### config.mk
export PLATFORM = sky130hd
export DESIGN_NAME = timer_sequencer
export DESIGN_NICKNAME = d
export VERILOG_FILES = /design/src/rtl/timer_sequencer.sv
export SDC_FILE = /design/constraint.sdc
export NUM_CORES = 1
export LEC_CHECK = 0
export ABC_AREA = 0
export CORE_ASPECT_RATIO = 1.25
export CORE_MARGIN = 4
export CORE_UTILIZATION = 54
export CTS_CLUSTER_SIZE = 10
export DETAILED_ROUTE_END_ITERATION = 12
export HOLD_SLACK_MARGIN = 0.15
export PLACE_DENSITY = 0.83
export RECOVER_POWER = 50
export SLEW_MARGIN = 20
export SYNTH_ARGS = -nofsm -noshare
export SYNTH_HDL_FRONTEND = slang
export SYNTH_SLANG_ARGS = --single-unit
### constraint.sdc
create_clock -name i_clk -period 3.2 [get_ports i_clk]
set_input_delay 0.96 -clock i_clk [delete_from_list [all_inputs] [get_ports i_clk]]
set_output_delay 0.96 -clock i_clk [all_outputs]
set_load 0.03 [all_outputs]
### src/rtl/timer_sequencer.sv
// Drives a one-shot delay counter through load/arm/run phases, ticking once per expiry and
// flagging a counter that never drops its expiry flag after a load. All outputs registered.
module timer_sequencer #(
    parameter int CNT_W = 8
) (
    input  logic             i_clk,
    input  logic             i_rst,
    input  logic             i_start_req,
    input  logic [CNT_W-1:0] i_repeat,
    input  logic             i_abort,
    output logic             o_start_ack,
    output logic             o_cnt_load,
    input  logic             i_cnt_flag,
    output logic             o_busy,
    output logic             o_tick,
    output logic             o_done,
    output logic             o_err,
    output logic [CNT_W-1:0] o_tick_cnt
);

    typedef enum logic [1:0] {
        S_IDLE = 2'd0,
        S_LOAD = 2'd1,
        S_ARM  = 2'd2,
        S_RUN  = 2'd3
    } state_t;

    state_t           r_state;
    state_t           w_state_nxt;
    logic [CNT_W-1:0] r_repeat;
    logic [CNT_W-1:0] w_repeat_nxt;
    logic [CNT_W-1:0] r_tick_cnt;
    logic [CNT_W-1:0] w_tick_cnt_nxt;
    logic             r_arm_cnt;
    logic             w_arm_cnt_nxt;
    logic             r_ack;
    logic             w_ack_nxt;
    logic             r_tick;
    logic             w_tick_nxt;
    logic             r_done;
    logic             w_done_nxt;
    logic             r_err;
    logic             w_err_nxt;

    logic [CNT_W-1:0] w_tick_inc;
    logic             w_last;

    assign w_tick_inc = r_tick_cnt + {{(CNT_W-1){1'b0}}, 1'b1};
    // A zero repeat count means free-running: the run never reaches its last interval.
    assign w_last     = (r_repeat != '0) && (w_tick_inc == r_repeat);

    always_ff @(posedge i_clk or posedge i_rst) begin
        if (i_rst) begin
            r_state <= S_IDLE;
        end else begin
            r_state <= w_state_nxt;
        end
    end

    always_comb begin
        w_state_nxt    = r_state;
        w_repeat_nxt   = r_repeat;
        w_tick_cnt_nxt = r_tick_cnt;
        w_arm_cnt_nxt  = r_arm_cnt;
        w_ack_nxt      = 1'b0;
        w_tick_nxt     = 1'b0;
        w_done_nxt     = 1'b0;
        w_err_nxt      = r_err;

        if ((r_state != S_IDLE) && i_abort) begin
            w_state_nxt = S_IDLE;
        end else begin
            case (r_state)
                S_IDLE: begin
                    if (i_start_req && !i_abort) begin
                        w_repeat_nxt   = i_repeat;
                        w_tick_cnt_nxt = '0;
                        w_err_nxt      = 1'b0;
                        w_ack_nxt      = 1'b1;
                        w_state_nxt    = S_LOAD;
                    end
                end
                S_LOAD: begin
                    w_arm_cnt_nxt = 1'b0;
                    w_state_nxt   = S_ARM;
                end
                S_ARM: begin
                    // The counter gets two samples to show it has armed before we give up.
                    if (!i_cnt_flag) begin
                        w_state_nxt = S_RUN;
                    end else if (r_arm_cnt) begin
                        w_err_nxt   = 1'b1;
                        w_state_nxt = S_IDLE;
                    end else begin
                        w_arm_cnt_nxt = 1'b1;
                    end
                end
                S_RUN: begin
                    if (i_cnt_flag) begin
                        w_tick_nxt     = 1'b1;
                        w_tick_cnt_nxt = w_tick_inc;
                        if (w_last) begin
                            w_done_nxt  = 1'b1;
                            w_state_nxt = S_IDLE;
                        end else begin
                            w_state_nxt = S_LOAD;
                        end
                    end
                end
                default: begin
                    w_state_nxt = S_IDLE;
                end
            endcase
        end
    end

    always_ff @(posedge i_clk or posedge i_rst) begin
        if (i_rst) begin
            r_repeat   <= '0;
            r_tick_cnt <= '0;
            r_arm_cnt  <= 1'b0;
            r_ack      <= 1'b0;
            r_tick     <= 1'b0;
            r_done     <= 1'b0;
            r_err      <= 1'b0;
        end else begin
            r_repeat   <= w_repeat_nxt;
            r_tick_cnt <= w_tick_cnt_nxt;
            r_arm_cnt  <= w_arm_cnt_nxt;
            r_ack      <= w_ack_nxt;
            r_tick     <= w_tick_nxt;
            r_done     <= w_done_nxt;
            r_err      <= w_err_nxt;
        end
    end

    assign o_start_ack = r_ack;
    assign o_cnt_load  = (r_state == S_LOAD);
    assign o_busy      = (r_state != S_IDLE);
    assign o_tick      = r_tick;
    assign o_done      = r_done;
    assign o_err       = r_err;
    assign o_tick_cnt  = r_tick_cnt;

endmodule

Yosys cells after proc, flatten, opt, wreduce, memory -nomap -nowiden
Index checks and enable logic that the tools add are counted.

word-level totals
  bits of input ports = 13
  logic and storage cells = 62
  output and inout bits = 14
  bits in registers = 23

operators by class
  reduce and logical (&&, ||, !) cells = 15
  bitwise operators = 1
  multiplexer cells = 26
  equal/unequal tests = 11
  add/sub/neg operators = 1

operators with widths
  operator               count
  $mux W8                2
  $pmux W8 S2            1
  $mux W1                15
  $mux W2                5
  $reduce_and A3 Y1      3
  $add A8 B1 Y8 const B  1
  $eq A8 B8 Y1           1
  $ne A2 B2 Y1 const B   4
  $pmux W2 S4            1
  $reduce_bool A2 Y1     4
  $reduce_bool A8 Y1     1
  $ne A3 B3 Y1 const B   2
  $reduce_and A5 Y1      1
  $eq A2 B2 Y1 const B   2
  $ne A4 B4 Y1 const B   1
  $pmux W1 S2            2
  $reduce_and A4 Y1      1
  $logic_and A1 B1 Y1    3
  $eq A2 B1 Y1 const B   1
  $logic_not A2 Y1       1
  $logic_not A1 Y1       1
  $not A1 Y1             1

Logic depth before layout (Yosys ltp)
  depth in word-level cells = 7
  gate-level depth with buffers = 7
  gate-level depth less buffers = 6

Worst setup path before layout
OpenSTA, ideal clock, no wires.

  path type = register -> register
  from = reg r_tick_cnt[0], in the netlist o_tick_cnt[0]
  to = reg r_done, in the netlist o_done
  setup time = 94 ps
  stages on the path, launching flop included = 7
  required time = 3106 ps
  data arrival time = 1913 ps
  path slack = 1193 ps
  buffers on the path = 1
  period minus slack after synthesis = 2007 ps
  path through = dfrtp_1 ha_1 buf_4 nor2b_1 o311a_1 or2_2 nor4b_4

between the ends
  word-level cells in the longest chain between the ends = 7

RTL lines
  item                      RTL line  RTL
  start: declaration        32        logic [CNT_W-1:0] r_tick_cnt;
  start signal: assignment  128       r_tick_cnt <= w_tick_cnt_nxt;
  $add A8 B1 Y8             48        assign w_tick_inc = r_tick_cnt + {{(CNT_W-1){1'b0}}, 1'b1};
  $eq A8 B8 Y1              50        assign w_last = (r_repeat != '0) && (w_tick_inc == r_repeat);
  $logic_and A1 B1 Y1       50
  $mux W1                   102       if (w_last) begin
  $mux W1                   99        if (i_cnt_flag) begin
  $mux W1                   73        case (r_state)
  $mux W1                   70        if ((r_state != S_IDLE) && i_abort) begin
  via w_done_nxt            41        logic w_done_nxt;
  end signal: assignment    132       r_done <= w_done_nxt;
  end: declaration          40        logic r_done;

The timed path passes the listed nets, and every way through them passes these cells.
A chain may end at the register's enable or synchronous reset.

Final worst setup path
  from = in i_abort
  to = reg r_tick_cnt[5], in the netlist o_tick_cnt[5]

between the ends
  word-level cells in the longest chain between the ends = 4
  elaborated cells on any way between the ends = 6
  those cells by class = eq/ne (1); bitwise (1); reduce/logical (4)

RTL lines
  item                                  RTL line  RTL
  start: declaration                    10        input logic i_abort,
  $logic_not A1 Y1                      75        if (i_start_req && !i_abort) begin
  $logic_and A1 B1 Y1                   75
  $ne A2 B2 Y1 (no source line)         --
  $reduce_and A4 Y1 (no source line) *  --

Every way passes the cells marked *; elsewhere a longest branch is shown, timed or not.

==> flow_summary.json <==
{
  "wl_mm": 2.74,
  "status": "finished, final reports clean",
  "synth_cell_types": 41,
  "syn_to_final_growth_pct": 20.4,
  "overflow": 0,
  "criticalPathCategory": "primary input to flop",
  "syn_area_um2": 1330,
  "finalCoreUtilization_pct": 70.0,
  "min_period_ns": 2.69,
  "syn_nets": 147,
  "cp.arrival_ns": 2.88,
  "synth_warnings": 0,
  "yosys-top-cells-area": "dfrtp_1 (43%), mux2_2 (5.9%), o21ai_0 (4.9%), nor2_1 (2.8%), xnor2_1 (2.6%)",
  "crit_fanout": 11,
  "async_flop_share_pct": 100,
  "yosysSeqAreaShare_pct": 43.4,
  "routedWlPerCell_um": 14.7,
  "place_inst": 183,
  "antennaDiodeCount": 0,
  "max_freq_mhz": 371,
  "cellLeakagePower_uw": 0.000704,
  "hold_buffers": 0,
  "yosysMostFrequentCell": "dfrtp_1",
  "synth_common_cells": "dfrtp_1 (23), o21ai_0 (13), nor2_1 (10)",
  "power.density_nw_per_um2": 447,
  "drv_cap": 0,
  "relSlewSlack_pct": 42.7,
  "clkLatencyLatePin_ns": 0.31,
  "finalSetupViolCount": 0,
  "cts_max_path_buffers": 2,
  "ant_nets": 0,
  "cts_sinks": 23,
  "grt_pass1_wl_mm": 4.78,
  "synth-main-ff-cell": "dfrtp_1",
  "cts_resized": 0,
  "synth-edff-count": 0,
  "tritoncts": "done",
  "synth_area_per_cell_um2": 9.98,
  "power_uw": 714,
  "hold_depth": 1,
  "worst_clock_skew_ns": 0.00523,
  "min_period_over_period_pct": 84.2,
  "cts_buffers": 3,
  "tightest_slew_ns": 0.858,
  "final.setup.tns_ns": 0,
  "drive_above_1_share_pct": 11.5,
  "viasPerCell": 5.82,
  "drc_errors": 0,
  "n_fill_cell": 190,
  "die_x_um": 52.3,
  "grt_max_degree": 24,
  "rows": 19,
  "worstSetupStartpointType": "primary input",
  "report.final.hold_viol_count": 0,
  "die_h_um": 63.4,
  "required_ns": 3.39,
  "die-area_um2": 3320,
  "ys_ff_latch": 23,
  "htreeDepth": 1,
  "hp-class": "flop to flop",
  "grt_setup_unrepaired": "false",
  "ir_drop_uv": 352,
  "maxSlewViolCount": 0,
  "dpl.hpwl_mm": 2.12,
  "via_count": 1088,
  "io_buffer_count": 26,
  "grt_pass1_vias": 1053,
  "critPathCaptureType": "flop",
  "grtUsageTotal_pct": 18.6,
  "pin_count": 27,
  "drtPass1Iterations": 4,
  "reg2regPathDepth": 6,
  "antenna_found_initial": 0,
  "cts_root_buffer": "clkbuf_4",
  "cts_setup_buffers": 0,
  "start_util_pct": 58.2,
  "instances_no_fill": 187,
  "core_um2": 2280,
  "drt_iter0_drc": 36,
  "clk_pin_slew_worst_paths_ns": 0.12,
  "synth_top_area_share_pct": 43.4,
  "yosysTopAreaCell": "dfrtp_1",
  "fin_nets": 171,
  "synthCells": 133,
  "gp_congestion": 0.919
}
worst max-delay path: stages:
cell	delay, ns
dlygate4sd3_1	0.59
nand2b_1	0.14
or2_0	0.53
inv_1	0.22
and2_2	0.22
o21ai_0	0.14
o31ai_1	0.09
final cells by class:
type	count	area (um^2)	share of cell area (%)
multi-input cells	97	674	42.2
clock buffers	4	26.3	1.64
flip-flops and latches	23	576	36.0
well taps	31	38.8	2.43
repair buffers	27	264	16.5
inverters	5	18.8	1.17
worst paths after layout:
kind,startpoint,end,slack [ns]
min in group asynchronous,i_rst,o_tick,1.25
worst min register to register,o_tick_cnt[5],o_tick_cnt[5],0.56
worst min-delay path,o_tick_cnt[5],o_tick_cnt[5],0.56
max in group asynchronous,i_rst,o_tick_cnt[1],1.43
worst max register to register,o_tick_cnt[0],o_done,1.11
worst max-delay path,i_abort,o_tick_cnt[5],0.51
cell usage in the layout (no fill, tap or decap), drive strengths merged, types with 3 or more instances in the layout:
cell	Yosys	routed
a31oi	4	4
nor2b	5	5
and2	3	3
clkdlybuf4s50	0	23
a22o	3	3
mux2	7	7
nand2b	3	3
nand4	4	4
o31ai	5	5
xor2	4	4
inv	5	5
or2	3	3
dlygate4sd3	0	3
clkbuf	0	5
a21oi	4	4
xnor2	4	4
dfrtp	23	23
nor2	10	10
nand2	7	7
o21ai	14	14
per-stage QoR:
stage / area (um^2) / hold slack [ns] / setup WS, ns
4_1_cts: 1600 / 0.562 / 0.508
2_1_floorplan: 1330 / 0.506 / 1.19
5_1_grt: 1600 / 0.602 / 0.324
3_3_place_gp: 1580 / 0.539 / 0.679
3_5_place_dp: 1580 / 0.545 / 0.615
6_report: 1600 / 0.560 / 0.507
flip-flops by register name, summed over array words and instances (netlist names):
signal / flops
o_done: 1
o_tick: 1
o_tick_cnt: 8
o_start_ack: 1
o_err: 1
r_state: 2
r_repeat: 8
r_arm_cnt: 1
cell families (layout without fill, tap and decap cells):
group,count (synthesis),in the layout,share of synthesized area (%)
adders and majority gates,1,1,0.942
DFF,23,23,43.4
and+or+nand+nor,44,44,20.3
buffers and inverters,13,36,5.84
muxes,7,7,5.94
xor gates and xnor gates,8,8,5.28
AOI/OAI and AO/OA,37,37,18.4
where the power goes:
part           internal, uW  total, uW  switching [uW]  leakage, uW
clock network          48.7        132            83.4    0.0000150
logic                   107        200            93.7     0.000389
registers               330        381            51.5     0.000300
total                   485        714             229     0.000704
per-layer routing:
layer | part of all wire (%) | global-route usage (%) | up-vias | wire, um
li1 | - | - | 527 | -
met3 | 4.6 | 2.12 | 9 | 126
met4 | 2.4 | 9.90 | 0 | 65
met2 | 49 | 29.2 | 39 | 1330
met1 | 44 | 24.5 | 513 | 1220
met5 | 0 | 0 | - | 0
No activity file was read; power rests on OpenSTA's default activity.
